==> src/rtl/mips_mc_control.sv <==
`default_nettype none
// ============================================================================
//  Module   : mips_mc_control
//  Purpose  : Multi-cycle control FSM for the MIPS core. Sequences
//             FETCH / DECODE / EXEC / MEM / WB over a shared ALU and a unified
//             memory, stalls on the memory ready handshake, aborts accesses
//             that wait too long, and keeps retired-instruction and cycle
//             counters.
//  Ports    : clk_i, rst_i (async, active-high)
//             opcode_i, funct_i, mem_ready_i         - IR fields / memory ack
//             mem_req_o, IorD_o, MemRead_o, MemWrite_o, IRWrite_o,
//             RegWrite_o, PCWrite_o, PCWriteCond_o, PCWriteCondNe_o,
//             ALUSrcA_o, ALUSrcB_o, ALUOp_o, PCSource_o, RegDst_o,
//             MemtoReg_o                             - datapath controls
//             state_o                                - debug state encoding
//             illegal_o, mem_timeout_o               - sticky error flags
//             instr_count_o, cycle_count_o           - wrapping counters
//  Revision : 1.0 - initial release
// ============================================================================
module mips_mc_control #(
    parameter int CNT_WIDTH  = 32,
    parameter int WAIT_LIMIT = 16,
    parameter int HAS_JAL    = 1
) (
    input  logic                 clk_i,
    input  logic                 rst_i,
    input  logic [5:0]           opcode_i,
    input  logic [5:0]           funct_i,
    input  logic                 mem_ready_i,
    output logic                 mem_req_o,
    output logic                 IorD_o,
    output logic                 MemRead_o,
    output logic                 MemWrite_o,
    output logic                 IRWrite_o,
    output logic                 RegWrite_o,
    output logic                 PCWrite_o,
    output logic                 PCWriteCond_o,
    output logic                 PCWriteCondNe_o,
    output logic                 ALUSrcA_o,
    output logic [1:0]           ALUSrcB_o,
    output logic [2:0]           ALUOp_o,
    output logic [1:0]           PCSource_o,
    output logic [1:0]           RegDst_o,
    output logic [1:0]           MemtoReg_o,
    output logic [3:0]           state_o,
    output logic                 illegal_o,
    output logic                 mem_timeout_o,
    output logic [CNT_WIDTH-1:0] instr_count_o,
    output logic [CNT_WIDTH-1:0] cycle_count_o
);

    typedef enum logic [3:0] {
        S_IDLE   = 4'd0,
        S_FETCH  = 4'd1,
        S_DECODE = 4'd2,
        S_ADDR   = 4'd3,
        S_MEM_RD = 4'd4,
        S_MEM_WB = 4'd5,
        S_MEM_WR = 4'd6,
        S_R_EX   = 4'd7,
        S_R_WB   = 4'd8,
        S_I_EX   = 4'd9,
        S_I_WB   = 4'd10,
        S_BR     = 4'd11,
        S_JMP    = 4'd12
    } state_t;

    localparam logic [5:0] OP_RTYPE = 6'h00;
    localparam logic [5:0] OP_J     = 6'h02;
    localparam logic [5:0] OP_JAL   = 6'h03;
    localparam logic [5:0] OP_BEQ   = 6'h04;
    localparam logic [5:0] OP_BNE   = 6'h05;
    localparam logic [5:0] OP_ADDI  = 6'h08;
    localparam logic [5:0] OP_SLTI  = 6'h0A;
    localparam logic [5:0] OP_ANDI  = 6'h0C;
    localparam logic [5:0] OP_ORI   = 6'h0D;
    localparam logic [5:0] OP_LW    = 6'h23;
    localparam logic [5:0] OP_SW    = 6'h2B;

    // Wait counter holds the number of non-ready cycles already spent in the
    // current memory state, so it only needs to reach WAIT_LIMIT-1.
    localparam int WAIT_W = (WAIT_LIMIT > 1) ? $clog2(WAIT_LIMIT) : 1;
    localparam logic [WAIT_W-1:0] WAIT_LAST = (WAIT_LIMIT > 0) ? WAIT_W'(WAIT_LIMIT - 1) : '0;

    state_t                 state_q, state_d;
    logic [5:0]             opcode_q, opcode_d;
    logic [WAIT_W-1:0]      wait_q, wait_d;
    logic                   illegal_q, illegal_d;
    logic                   timeout_q, timeout_d;
    logic [CNT_WIDTH-1:0]   instr_count_q, instr_count_d;
    logic [CNT_WIDTH-1:0]   cycle_count_q, cycle_count_d;
    logic                   retire;
    logic                   wait_expired;

    // funct is decoded by the downstream ALU control when ALUOp selects it.
    logic unused_funct;
    assign unused_funct = ^funct_i;

    // Last permitted non-ready cycle of an access; a ready in this cycle
    // still completes the access normally.
    assign wait_expired = (WAIT_LIMIT > 0) && (wait_q == WAIT_LAST);

    always_ff @(posedge clk_i or posedge rst_i) begin
        if (rst_i) begin
            state_q       <= S_IDLE;
            opcode_q      <= '0;
            wait_q        <= '0;
            illegal_q     <= 1'b0;
            timeout_q     <= 1'b0;
            instr_count_q <= '0;
            cycle_count_q <= '0;
        end else begin
            state_q       <= state_d;
            opcode_q      <= opcode_d;
            wait_q        <= wait_d;
            illegal_q     <= illegal_d;
            timeout_q     <= timeout_d;
            instr_count_q <= instr_count_d;
            cycle_count_q <= cycle_count_d;
        end
    end

    // Next-state logic. wait_d defaults to zero so every entry into a memory
    // state (including FETCH re-entered after a timeout) starts a fresh count.
    always_comb begin
        state_d   = state_q;
        opcode_d  = opcode_q;
        wait_d    = '0;
        illegal_d = illegal_q;
        timeout_d = timeout_q;
        retire    = 1'b0;

        case (state_q)
            S_IDLE:   state_d = S_FETCH;
            S_FETCH: begin
                if (mem_ready_i) begin
                    state_d = S_DECODE;
                end else if (wait_expired) begin
                    timeout_d = 1'b1;
                    state_d   = S_FETCH;
                end else begin
                    wait_d = wait_q + WAIT_W'(1);
                end
            end
            S_DECODE: begin
                opcode_d = opcode_i;
                case (opcode_i)
                    OP_RTYPE:                         state_d = S_R_EX;
                    OP_LW, OP_SW:                     state_d = S_ADDR;
                    OP_BEQ, OP_BNE:                   state_d = S_BR;
                    OP_J:                             state_d = S_JMP;
                    OP_ADDI, OP_SLTI, OP_ANDI, OP_ORI: state_d = S_I_EX;
                    OP_JAL: begin
                        if (HAS_JAL != 0) begin
                            state_d = S_JMP;
                        end else begin
                            illegal_d = 1'b1;
                            retire    = 1'b1;
                            state_d   = S_FETCH;
                        end
                    end
                    default: begin
                        // Undecodable opcodes retire as no-ops.
                        illegal_d = 1'b1;
                        retire    = 1'b1;
                        state_d   = S_FETCH;
                    end
                endcase
            end
            S_ADDR:   state_d = (opcode_q == OP_LW) ? S_MEM_RD : S_MEM_WR;
            S_MEM_RD: begin
                if (mem_ready_i) begin
                    state_d = S_MEM_WB;
                end else if (wait_expired) begin
                    timeout_d = 1'b1;
                    state_d   = S_FETCH;
                end else begin
                    wait_d = wait_q + WAIT_W'(1);
                end
            end
            S_MEM_WR: begin
                if (mem_ready_i) begin
                    retire  = 1'b1;
                    state_d = S_FETCH;
                end else if (wait_expired) begin
                    timeout_d = 1'b1;
                    state_d   = S_FETCH;
                end else begin
                    wait_d = wait_q + WAIT_W'(1);
                end
            end
            S_R_EX:   state_d = S_R_WB;
            S_I_EX:   state_d = S_I_WB;
            S_MEM_WB, S_R_WB, S_I_WB, S_BR, S_JMP: begin
                retire  = 1'b1;
                state_d = S_FETCH;
            end
            default:  state_d = S_IDLE;
        endcase

        instr_count_d = retire ? (instr_count_q + CNT_WIDTH'(1)) : instr_count_q;
        cycle_count_d = (state_q != S_IDLE) ? (cycle_count_q + CNT_WIDTH'(1)) : cycle_count_q;
    end

    // Moore output decode; the FETCH write enables are gated by the
    // handshake so IR and PC only update on the completing cycle.
    always_comb begin
        mem_req_o       = 1'b0;
        IorD_o          = 1'b0;
        MemRead_o       = 1'b0;
        MemWrite_o      = 1'b0;
        IRWrite_o       = 1'b0;
        RegWrite_o      = 1'b0;
        PCWrite_o       = 1'b0;
        PCWriteCond_o   = 1'b0;
        PCWriteCondNe_o = 1'b0;
        ALUSrcA_o       = 1'b0;
        ALUSrcB_o       = 2'b00;
        ALUOp_o         = 3'b000;
        PCSource_o      = 2'b00;
        RegDst_o        = 2'b00;
        MemtoReg_o      = 2'b00;

        case (state_q)
            S_FETCH: begin
                mem_req_o = 1'b1;
                MemRead_o = 1'b1;
                IRWrite_o = mem_ready_i;
                PCWrite_o = mem_ready_i;
                ALUSrcB_o = 2'b01;
            end
            S_DECODE: ALUSrcB_o = 2'b11;
            S_ADDR: begin
                ALUSrcA_o = 1'b1;
                ALUSrcB_o = 2'b10;
            end
            S_MEM_RD: begin
                mem_req_o = 1'b1;
                MemRead_o = 1'b1;
                IorD_o    = 1'b1;
            end
            S_MEM_WB: begin
                RegWrite_o = 1'b1;
                MemtoReg_o = 2'b01;
            end
            S_MEM_WR: begin
                mem_req_o  = 1'b1;
                MemWrite_o = 1'b1;
                IorD_o     = 1'b1;
            end
            S_R_EX: begin
                ALUSrcA_o = 1'b1;
                ALUOp_o   = 3'b010;
            end
            S_R_WB: begin
                RegWrite_o = 1'b1;
                RegDst_o   = 2'b01;
            end
            S_I_EX: begin
                ALUSrcA_o = 1'b1;
                ALUSrcB_o = 2'b10;
                case (opcode_q)
                    OP_SLTI: ALUOp_o = 3'b101;
                    OP_ANDI: ALUOp_o = 3'b011;
                    OP_ORI:  ALUOp_o = 3'b100;
                    default: ALUOp_o = 3'b000;
                endcase
            end
            S_I_WB:   RegWrite_o = 1'b1;
            S_BR: begin
                ALUSrcA_o       = 1'b1;
                ALUOp_o         = 3'b001;
                PCSource_o      = 2'b01;
                PCWriteCond_o   = (opcode_q == OP_BEQ);
                PCWriteCondNe_o = (opcode_q == OP_BNE);
            end
            S_JMP: begin
                PCWrite_o  = 1'b1;
                PCSource_o = 2'b10;
                if (opcode_q == OP_JAL) begin
                    RegWrite_o = 1'b1;
                    RegDst_o   = 2'b10;
                    MemtoReg_o = 2'b10;
                end
            end
            default: ;
        endcase
    end

    assign state_o       = state_q;
    assign illegal_o     = illegal_q;
    assign mem_timeout_o = timeout_q;
    assign instr_count_o = instr_count_q;
    assign cycle_count_o = cycle_count_q;

endmodule
`default_nettype wire

==> config.mk <==
export PLATFORM = sky130hd
export DESIGN_NAME = mips_mc_control
export DESIGN_NICKNAME = d
export VERILOG_FILES = /design/src/rtl/mips_mc_control.sv
export SDC_FILE = /design/constraint.sdc
export NUM_CORES = 1
export LEC_CHECK = 0
export BUFFER_PORTS_ARGS = -buffer_cell sky130_fd_sc_hd__buf_4
export CAP_MARGIN = 40
export CORE_UTILIZATION = 53
export CTS_CLUSTER_SIZE = 28
export DETAILED_ROUTE_END_ITERATION = 10
export PLACE_DENSITY = 0.84
export SLEW_MARGIN = 20
export SYNTH_ARGS = -nofsm -noshare
export SYNTH_HDL_FRONTEND = slang
export SYNTH_SLANG_ARGS = --single-unit
==> constraint.sdc <==
create_clock -name clk_i -period 2.8 [get_ports clk_i]
set_input_delay 0.14 -clock clk_i [delete_from_list [all_inputs] [get_ports clk_i]]
set_output_delay 0.14 -clock clk_i [all_outputs]
set_load 0.05 [all_outputs]
Word-level counts from Yosys, hierarchy flattened
Index checks and enable logic that the tools add are counted.

word-level totals
  register bits = 80
  latch bits = 0
  bits in writable memories = 0
  memory bits (read-only) = 0
  bits of input ports = 15
  output and inout bits = 91
  word-level logic and storage cells = 91
  memories kept = 0

operators by class
  add/sub/neg operators = 3
  multipliers = 0
  div/mod/pow operators = 0
  magnitude comparators = 0
  eq/ne operators = 30
  shift operators = 0
  muxes and demuxes = 31
  bitwise operators = 2
  reduce and logical (&&, ||, !) cells = 18

operators with widths
  kind                                                             number
  32-bit by 1-bit adder with 32-bit output, second input constant  2
  6-bit by 4-bit == test with 1-bit output, second input constant  7
  4-bit one-hot mux with 8 select lines                            1
  4-bit 2-to-1 mux                                                 7
  4-bit == test, second input constant                             6
  6-bit by 3-bit == test with 1-bit output, second input constant  4
  4-bit one-hot mux with 5 select lines                            1
  6-bit by 2-bit == test with 1-bit output, second input constant  3
  6-bit == test, second input constant                             3
  3-bit one-hot mux with 3 select lines                            2
  4-bit by 3-bit == test with 1-bit output, second input constant  4
  2-bit one-hot mux with 2 select lines                            3
  2-bit OR reduction                                               6
  1-bit 2-to-1 mux                                                 11
  11-bit OR reduction                                              1
  4-bit by 2-bit == test with 1-bit output, second input constant  2
  4-bit OR reduction                                               2
  6-bit zero test                                                  1
  2-bit one-hot mux with 3 select lines                            1
  3-bit OR reduction                                               2
  6-bit OR reduction                                               1
  5-bit OR reduction                                               1
  4-bit by 1-bit adder with 4-bit output, second input constant    1
  4-bit by 1-bit == test with 1-bit output, second input constant  1
  other kinds (8)                                                  11

Depth between registers and ports, before layout
Gate-level depths: netlist of run 1.

  depth in word-level cells = 4
  gate-level depth with buffers = 8
  depth with buffers taken out = 6

Worst setup path after synthesis of run 1
Ideal clock, no wire load.

  path kind = register to output
  start point = register state_q[2] (netlist: state_o[2])
  end point = output RegWrite_o
  data arrival time = 3.364 ns
  required time = 2.660 ns
  setup slack = -0.704 ns
  stages on the path, launching flop included = 6
  cell sequence = dfrtp_1 > buf_2 > nand2_1 > nor3_1 > and3_1 > a211o_1

on the way
  longest elaborated chain between the ends = 3

ends and longest elaborated chain
  item                                                                       line  text
  from (decl)                                                                85    state_t state_q, state_d;
  from (signal assigned)                                                     113   state_q <= state_d;
  4-bit by 3-bit == test with 1-bit output or 4-bit == test (tied branches)  224   case (state_q)
  3-bit OR reduction (no line)                                               n/a
  1-bit one-hot mux with 2 select lines *                                    224
  to (decl)                                                                  35    output logic RegWrite_o,

Every way passes the cells marked *; elsewhere a longest branch is shown, timed or not.

Final worst setup path of run 1
  start point = register state_q[2] (netlist: state_o[2])
  end point = output ALUOp_o[1]

on the way
  longest elaborated chain between the ends = 2

ends and longest elaborated chain
  item                                                                       line  text
  4-bit == test or 4-bit by 3-bit == test with 1-bit output (tied branches)  224
  3-bit one-hot mux with 3 select lines *                                    224
  to (decl)                                                                  41    output logic [2:0] ALUOp_o,

Marked as above.

==> results of run 1 <==
-- sequential cells by signal, indices dropped and copies added (netlist names) --
register and cells:
cycle_count_o 32, state_o 4, illegal_o 1, mem_timeout_o 1, instr_count_o 32, opcode_q 6, wait_q 4
-- worst paths after layout --
kind,endpoint,depth (start not counted)
max,ALUOp_o[1],7
min,opcode_q[0],2
max reg2reg,instr_count_o[9],7
min reg2reg,instr_count_o[31],1
max in group asynchronous,state_o[2],4
min in group asynchronous,cycle_count_o[16],3
-- power breakdown --
| group | switching (mW) | internal, mW | total [mW] |
|---|---|---|---|
| clock network | 0.427 | 0.417 | 0.844 |
| logic | 1.36 | 0.671 | 2.03 |
| registers | 0.300 | 1.33 | 1.63 |
-- cells in the mapped netlist (2+ instances only) --
| master | n | share of area |
|---|---|---|
| nor3_2 | 4 | 0.0099 |
| or2_2 | 3 | 0.0047 |
| xor2_1 | 24 | 0.052 |
| nand2_1 | 41 | 0.038 |
| buf_2 | 4 | 0.0050 |
| and4b_1 | 2 | 0.0050 |
| and3_1 | 14 | 0.022 |
| buf_4 | 3 | 0.0056 |
| a31oi_1 | 2 | 0.0031 |
| clkbuf_1 | 3 | 0.0028 |
| o21ai_0 | 6 | 0.0075 |
| inv_1 | 8 | 0.0075 |
| nand2b_1 | 6 | 0.0093 |
| dfrtp_1 | 80 | 0.50 |
| and4_1 | 6 | 0.013 |
| ha_1 | 3 | 0.0093 |
| nand4_1 | 14 | 0.022 |
| a21oi_1 | 9 | 0.011 |
| nor2b_1 | 3 | 0.0047 |
| nor3_1 | 13 | 0.016 |
| o22ai_1 | 4 | 0.0062 |
| mux2_2 | 6 | 0.017 |
| nand3_1 | 25 | 0.031 |
| nor2_1 | 28 | 0.026 |
| nor4b_1 | 3 | 0.0065 |
| xnor2_1 | 42 | 0.091 |
| nor4_1 | 5 | 0.0078 |
-- worst max-delay path, stage by stage, from the launching register on --
cell and delay (ns):
dfrtp_2 0.55, inv_1 0.22, nand2_1 0.18, nor3_1 0.18
nand3_1 0.12, or2_2 0.31, o32ai_2 0.22, buf_4 0.24
-- through the flow --
step / power (mW) / setup TNS (ns)
6_report: 4.51 / 0
5_1_grt: 4.74 / 0
4_1_cts: 4.51 / 0
3_5_place_dp: 3.66 / 0
3_3_place_gp: 3.63 / 0
2_1_floorplan: 3.10 / -0.117
-- area by class of cell --
cell class                      instances  area, µm²  share of cell area
Timing Repair Buffer                  107        806               0.158
Clock buffer                           10        128              0.0250
Inverter                                8       30.0             0.00588
Sequential cell                        80       2000               0.392
Tap cell                               99        124              0.0242
Multi-Input combinational cell        287       1950               0.382
Clock inverter                          6       67.6              0.0132
-- what timing repair did --
| action | 4_1_cts | 5_1_grt |
|---|---|---|
| setup endpoints to repair | 0 | 2 |
| endpoints found under the hold margin | 80 | 0 |
| gates resized for setup | 0 | 2 |
| hold buffers | 1 | 0 |
-- routing by layer --
metal	vias to the layer above	GRT usage
met5	-	0
met4	0	0.105
li1	1572	-
met3	12	0.0351
met1	1635	0.315
met2	95	0.370
-- cells by family after synthesis --
family          count (synthesis)
mux                             6
flops                          80
fa+ha+maj                       3
xor+xnor                       66
buf+inv                        19
simple gates                  179
compound gates                 33
==> out/metrics.csv, run 1 <==
stage;metric;value;unit
final_layout;commonest non-fill, non-tap cell in the layout;buf_4;
detailed_routing;final wirelength;8900;µm
logic_synthesis;Compound-Gate Fraction of Synth Area;0.0593;
floorplanning;Die X;89.2;µm
logic_synthesis;EDFF count, synth;0;
final_layout;diodes inserted;0;
detailed_routing;met3 WL;323;µm
job;max-cap viol count;0;
setup_path;Arr. time, crit path;2.36;ns
detailed_routing;Routed Antenna Nets;0;
logic_synthesis;largest family of logic cells by synthesized area;simple AND/OR/NAND/NOR gates;
global_route;initial antenna violation count;0;
setup_path;crit path capture type;output port;
final_layout;Final Core Density;0.701;
final_layout;fill count;538;
placed_design;placed inst area;4900;µm²
floorplanning;CORE AREA;7290;µm²
placed_design;placed insts;580;
setup_path;critical path class;flip-flop to output port;
setup_path;R2R setup slack;0.52;ns
detailed_routing;detail-routed via count per cell;5.55;
detailed_routing;WL met2;4340;µm
setup_path;startpoint types;flip-flop;
timing;Period minus WS final;2.50;ns
global_route;maximum number of pins on one net before global-route repair;41;
logic_synthesis;synth unique cells;52;
pwr;Power Density;882;nW/µm²
cts;Clock Sinks;80;
logic_synthesis;syn nets;404;
timing;worst hold slack;0.0752;ns
placed_design;HPWL Detailed;6490;µm
logic_synthesis;#FFs+latches synth;80;
logic_synthesis;mux contribution to synthesized area;0.0168;
logic_synthesis;cell area after synthesis;4030;µm²
detailed_routing;average wire per standard cell;14.9;µm
detailed_routing;routed via count;3314;
floorplanning;Die Span Y;89.2;µm
cts;Clock H-tree levels;3;
worst_hold_path;Hold Path Class;input port to flip-flop;
setup_path;Critical Path RT;2.66;ns
detailed_routing;DRC;0;
global_route;Tot GR Track Use;0.232;
pwr;leakage;2.31;nW
timing;Tcrit/Tclk final;0.893;
cts;Max clock buf depth;2;
logic_synthesis;xor/xnor share of the synthesized area;0.143;
setup_path;crit path launch;state_o[2];
status;status;completed;
placed_design;pre-CTS WS;0.505;ns
worst_hold_path;hold path start;opcode_i[0];
logic_synthesis;Gate Count Post-Synth;386;
global_route;vias in the first global route;3076;
logic_synthesis;FFs w/ async S/R, synth;1.00;
timing;Setup Skew;0.0115;ns
global_route;total congestion overflow;0;
detailed_routing;initial drt markers;142;
logic_synthesis;synthesized-area fraction occupied by adder cells;0.00931;
cts;worst skew pair latency;0.35;ns
final_layout;# nets final;511;
logic_synthesis;Seq/Total Area, Yosys;0.497;
timing;endpoints failing setup;0;
floorplanning;die area;7960;µm²
logic_synthesis;post-synthesis simple-gate area fraction;0.251;
detailed_routing;DR pass1 iterations;4;
global_route;global-route wire length before repair;14200;µm
final_layout;Final Non-Filler Cells;597;
floorplanning;Initial Utilization;0.553;
floorplanning;IO Count;106;
timing;Final WS setup;0.299;ns
cts;clock root cell;clkbuf_8;
cts;Post-CTS Setup Bufs;0;
final_layout;fin area;5110;µm²
final_layout;layout cell share with drive strength beyond 1;0.301;
timing;Max Clock Freq;400;MHz
setup_path;Reg-to-Reg Start;state_o[1];
timing;Slew Limit Fails;0;
pwr;VDD IR-drop max;0.444;mV
final_layout;area grow syn2layout;26.8;%
cts;total clock buffers created by CTS;9;
detailed_routing;met1 WL;4070;µm
placed_design;GPL Wtd Cong;0.876;
timing;Fin. Hold Viols;0;
timing;Rel. slew slack;0.660;
logic_synthesis;Mean Syn Cell Area;10.4;µm²
cts;CTS tree;yes;
timing;worst slew pin tran;0.510;ns
cts;CTS clk-pin slew, worst paths;0.08;ns
floorplanning;row cnt;31;
timing;RSZ-0062 raised after global routing;no;
setup_path;crit path max fanout;16;
logic_synthesis;Post-synth top flop;dfrtp_1;
final_layout;commonest non-fill, non-tap cells in the layout;buf_4, dfrtp_1, xnor2_1, nand2_1, nor2_1;
detailed_routing;uppermost layer routed;met4;
placed_design;Buffers on Ports;99;
logic_synthesis;YS warnings;0;
No activity file was read; power rests on OpenSTA's default activity.
==> run 2: changes to the inputs <==
CAP_MARGIN = 20   (was 40)
clock period = 2.5 ns   (was 2.8 ns; I/O delays follow)
==> out/metrics.csv, run 2 (synthesized netlist as in run 1, its figures left out) <==
stage;metric;value;unit;change
floorplanning;Die X;89.2;µm;unchanged
cts;CTS clk-pin slew, worst paths;0.08;ns;about the same
final_layout;# nets final;515;;+0.78%
global_route;Tot GR Track Use;0.237;;+0.00448
placed_design;placed inst area;4990;µm²;+1.7%
setup_path;critical path's slowest cell;dfrtp_2;;
worst_hold_path;Hold Path Class;input port to flip-flop;;
detailed_routing;initial drt markers;176;;+24%
global_route;maximum number of pins on one net before global-route repair;81;;+98%
floorplanning;die area;7960;µm²;unchanged
global_route;initial antenna violation count;0;;unchanged
final_layout;fin area;5240;µm²;+2.5%
cts;worst skew pair latency;0.35;ns;about the same
setup_path;slowest stage delay, CP;0.53;ns;-0.02 ns
pwr;leakage;2.36;nW;+2.2%
detailed_routing;DR pass1 iterations;4;;unchanged
cts;Clock H-tree levels;3;;unchanged
detailed_routing;routed via count;3326;;+0.36%
floorplanning;row cnt;31;;unchanged
final_layout;commonest non-fill, non-tap cell in the layout;buf_4;;
cts;Clock Sinks;80;;unchanged
detailed_routing;average wire per standard cell;15.1;µm;+1.3%
job;max-cap viol count;0;;unchanged
floorplanning;IO Count;106;;unchanged
final_layout;diodes inserted;0;;unchanged
cts;Post-CTS Setup Bufs;0;;unchanged
placed_design;GPL Wtd Cong;0.857;;-2.2%
timing;Setup Skew;0.0153;ns;+0.00383 ns
timing;Rel. slew slack;0.667;;+0.00673
detailed_routing;detail-routed via count per cell;5.53;;-0.31%
final_layout;layout cell share with drive strength beyond 1;0.327;;+0.0255
global_route;total congestion overflow;0;;unchanged
timing;Tcrit/Tclk final;0.930;;
timing;worst slew pin tran;0.500;ns;-0.0101 ns
setup_path;CP Cell Sequence;buf_4, nand2_1, nor3_1, nand3_1, or2_2, o32ai_4, buf_4;;
timing;Max Clock Freq;430;MHz;
floorplanning;CORE AREA;7290;µm²;unchanged
final_layout;commonest non-fill, non-tap cells in the layout;buf_4, dfrtp_1, xnor2_1, nand2_1;;
timing;Slew Limit Fails;0;;unchanged
pwr;Power Density;1010;nW/µm²;+15%
timing;RSZ-0062 raised after global routing;no;;
setup_path;Arr. time, crit path;2.20;ns;-0.16 ns
floorplanning;Initial Utilization;0.553;;unchanged
floorplanning;Die Span Y;89.2;µm;unchanged
setup_path;CP dominant cell by count;buf_4;;
pwr;VDD IR-drop max;0.857;mV;+93%
final_layout;Final Core Density;0.718;;+0.0173
setup_path;critical path class;flip-flop to output port;;
cts;total clock buffers created by CTS;9;;unchanged
setup_path;Critical Path RT;2.38;ns;-0.28 ns
placed_design;HPWL Detailed;6550;µm;+0.89%
setup_path;startpoint types;flip-flop;;
status;status;completed;;
cts;CTS tree;yes;;
global_route;global-route wire length before repair;14400;µm;+1.1%
detailed_routing;DRC;0;;unchanged
final_layout;area grow syn2layout;30.0;%;
placed_design;Buffers on Ports;99;;unchanged
setup_path;crit path max fanout;13;;-3
timing;Period minus WS final;2.32;ns;
setup_path;crit path capture type;output port;;
timing;endpoints failing setup;0;;unchanged
final_layout;fill count;536;;-0.37%
timing;worst hold slack;0.0439;ns;-0.0313 ns
cts;clock root cell;clkbuf_8;;
timing;Fin. Hold Viols;0;;unchanged
detailed_routing;final wirelength;9070;µm;+2.0%
detailed_routing;Routed Antenna Nets;0;;unchanged
cts;Max clock buf depth;2;;unchanged
global_route;vias in the first global route;3039;;-1.2%
==> run 2: worst paths after layout <==
path                                        start                end  depth (start not counted)  slack, ns
worst min register to register  cycle_count_o[31]  cycle_count_o[31]                          1       0.48
worst max-delay path                   state_o[3]         ALUOp_o[1]                          7       0.18
worst max register to register         state_o[1]  instr_count_o[15]                          6       0.31
worst min-delay path                  opcode_i[2]        opcode_q[2]                          3       0.04
max in group asynchronous                   rst_i         state_o[3]                          4       1.75
min in group asynchronous                   rst_i  cycle_count_o[24]                          4       0.41
==> run 2: timing repair <==
item / in CTS / in global routing
hold endpoints to repair: 80 / 0
gates resized for setup: 0 / 5
hold buffers: 1 / 0
setup endpoints to repair: 0 / 2
==> run 2: layout make-up <==
cell class / instances / area [µm²] / area share
sequential: 80 / 2010 / 0.383
multi-input combinational: 287 / 1990 / 0.381
timing repair buffer: 111 / 848 / 0.162
clock buffer: 10 / 138 / 0.0263
tap: 99 / 124 / 0.0237
clock inverter: 6 / 97.6 / 0.0186
inverter: 8 / 31.3 / 0.00597
==> run 2: report_power, final <==
group	leakage [nW]	internal [mW]	switching (mW)
clock	0.119	0.606	0.493
sequential	1.01	1.49	0.335
combinational	1.23	0.801	1.58
==> run 2: worst max-delay path, delay by kind of cell (launching register included) <==
kind                   cells  cell delay, ns
AOI/OAI and AO/OA          1            0.20
buffers and inverters      2            0.45
DFF                        1            0.53
and+or+nand+nor            4            0.67
==> run 2: per-layer routing <==
metal	GRT usage	wire length [µm]
met1	0.316	4090
met2	0.385	4490
met3	0.0323	354
met4	0.110	132
met5	0	0
==> run 2: metrics by stage <==
stage | power (mW) | instances | setup slack, ns | TNS (ns)
floorplan | 3.52 | 386 | -0.136 | -0.136
detailed placement | 4.21 | 584 | 0.294 | 0
finish | 5.31 | 601 | 0.176 | 0
global route | 5.58 | 601 | 0.0524 | 0
global placement | 4.15 | 584 | 0.349 | 0
CTS | 5.33 | 601 | 0.00826 | 0
==> run 3: changes to the inputs <==
CORE_UTILIZATION = 50   (was 53)
MAX_ROUTING_LAYER = met4   (was unset)
PLACE_DENSITY = 0.8   (was 0.84)
==> out/metrics.csv, run 3 (synthesized netlist as in run 1, its figures left out) <==
stage;metric;value;unit;change
job;max-cap viol count;0;;unchanged
timing;Setup Skew;0.0144;ns;-0.000875 ns
floorplanning;Die Span Y;91.8;µm;+2.9%
global_route;initial antenna violation count;0;;unchanged
final_layout;area grow syn2layout;29.2;%;
worst_hold_path;Hold Path Class;input port to flip-flop;;
setup_path;crit path capture type;output port;;
detailed_routing;initial drt markers;97;;-45%
timing;Fin. Hold Viols;0;;unchanged
placed_design;HPWL Detailed;6410;µm;-2.2%
pwr;leakage;2.34;nW;-0.62%
placed_design;Buffers on Ports;99;;unchanged
floorplanning;Initial Utilization;0.519;;-0.0338
final_layout;# nets final;517;;+0.39%
cts;CTS clk-pin slew, worst paths;0.09;ns;about the same
timing;worst slew pin tran;0.684;ns;+0.185 ns
setup_path;crit path max fanout;12;;-1
floorplanning;Die X;91.8;µm;+2.9%
timing;RSZ-0062 raised after global routing;no;;
final_layout;diodes inserted;0;;unchanged
cts;clock root cell;clkbuf_8;;
timing;Rel. slew slack;0.543;;-0.124
timing;Max Clock Freq;429;MHz;-0.25%
timing;Slew Limit Fails;0;;unchanged
floorplanning;row cnt;32;;+3.2%
final_layout;commonest non-fill, non-tap cells in the layout;buf_4, dfrtp_1, xnor2_1, nand2_1;;
final_layout;commonest non-fill, non-tap cell in the layout;buf_4;;
detailed_routing;Routed Antenna Nets;0;;unchanged
timing;Period minus WS final;2.33;ns;+0.00583 ns
placed_design;placed insts;589;;+0.86%
pwr;Power Density;974;nW/µm²;-3.9%
cts;Clock H-tree levels;3;;unchanged
global_route;global-route wire length before repair;14600;µm;+1.1%
detailed_routing;DRC;0;;unchanged
cts;CTS tree;yes;;
placed_design;placed inst area;5000;µm²;+0.38%
pwr;overall power;5.07;mW;-4.5%
cts;total clock buffers created by CTS;9;;unchanged
final_layout;layout cell share with drive strength beyond 1;0.325;;-0.00130
timing;Tcrit/Tclk final;0.932;;+0.00233
detailed_routing;DR pass1 iterations;4;;unchanged
setup_path;critical path class;flip-flop to output port;;
global_route;Tot GR Track Use;0.221;;-0.0156
detailed_routing;detail-routed via count per cell;5.42;;-2.0%
final_layout;fin area;5200;µm²;-0.62%
final_layout;Reg area;2000;µm²;about the same
final_layout;fill count;639;;+19%
placed_design;GPL Wtd Cong;0.869;;+1.4%
status;status;completed;;
detailed_routing;final wirelength;8720;µm;-3.9%
floorplanning;die area;8420;µm²;+5.9%
final_layout;Multi-input gate area;1990;µm²;unchanged
timing;endpoints failing setup;0;;unchanged
cts;Max clock buf depth;2;;unchanged
setup_path;Arr. time, crit path;2.21;ns;about the same
floorplanning;CORE AREA;7770;µm²;+6.5%
setup_path;Critical Path RT;2.38;ns;about the same
global_route;maximum number of pins on one net before global-route repair;42;;-48%
cts;Clock Sinks;80;;unchanged
final_layout;Final Non-Filler Cells;606;;+0.83%
global_route;total congestion overflow;0;;unchanged
setup_path;startpoint types;flip-flop;;
floorplanning;IO Count;106;;unchanged
global_route;vias in the first global route;3073;;+1.1%
pwr;VDD IR-drop max;0.617;mV;-28%
detailed_routing;average wire per standard cell;14.4;µm;-4.7%
detailed_routing;routed via count;3285;;-1.2%
cts;worst skew pair latency;0.34;ns;about the same
-- run 3: timing repair --
action	in CTS	in global routing
buffers inserted	0	0
setup endpoints to repair	0	1
resized for setup	0	3
hold buffers	1	0
hold endpoints to repair	39	0
-- run 3: area by class of cell --
class | count | share of cell area
Clock inverter | 6 | 0.00913
Clock buffer | 10 | 0.0264
Timing Repair Buffer | 113 | 0.166
Inverter | 8 | 0.00601
Sequential cell | 80 | 0.385
Tap cell | 102 | 0.0245
Multi-Input combinational cell | 287 | 0.383
-- run 3: worst max-delay path: stages, from the launching register on --
cell and delay (ns):
dfrtp_1 0.41, buf_4 0.22, inv_1 0.13, nor2_2 0.22, nand3_1 0.11, or2_2 0.33
o32ai_4 0.20, buf_4 0.23
-- run 3: path summary, 6_finish.rpt --
| kind | start | to | slack (ns) | cells after the start |
|---|---|---|---|---|
| max | state_o[0] | ALUOp_o[1] | 0.17 | 7 |
| min | opcode_i[2] | opcode_q[2] | 0.05 | 3 |
| max reg2reg | state_o[1] | instr_count_o[24] | 0.32 | 7 |
| min reg2reg | illegal_o | illegal_o | 0.48 | 1 |
| max in group asynchronous | rst_i | state_o[3] | 1.42 | 4 |
| min in group asynchronous | rst_i | cycle_count_o[16] | 0.42 | 3 |
-- run 3: report_power, final --
group	total [mW]	internal, mW	switching, mW
Clock	0.888	0.400	0.487
Combinational	2.38	0.811	1.57
Sequential	1.80	1.49	0.310
Total	5.07	2.70	2.37
-- run 3: per-layer routing --
layer	part of all wire	routed length, µm	track usage
met5	0	0	-
met2	0.48	4210	0.338
met3	0.042	364	0.0332
met1	0.47	4070	0.308
met4	0.0083	72	0.0651
-- run 3: through the flow --
| stage | hold slack [ns] | util | setup TNS (ns) | setup WS [ns] |
|---|---|---|---|---|
| 2_1_floorplan | 0.242 | - | -0.136 | -0.136 |
| 3_3_place_gp | 0.247 | 0.644 | 0 | 0.375 |
| 3_5_place_dp | 0.261 | 0.644 | 0 | 0.328 |
| 4_1_cts | 0.0374 | 0.669 | 0 | 0.0709 |
| 5_1_grt | 0.0642 | 0.670 | 0 | 0.0119 |
| 6_report | 0.0470 | 0.670 | 0 | 0.170 |
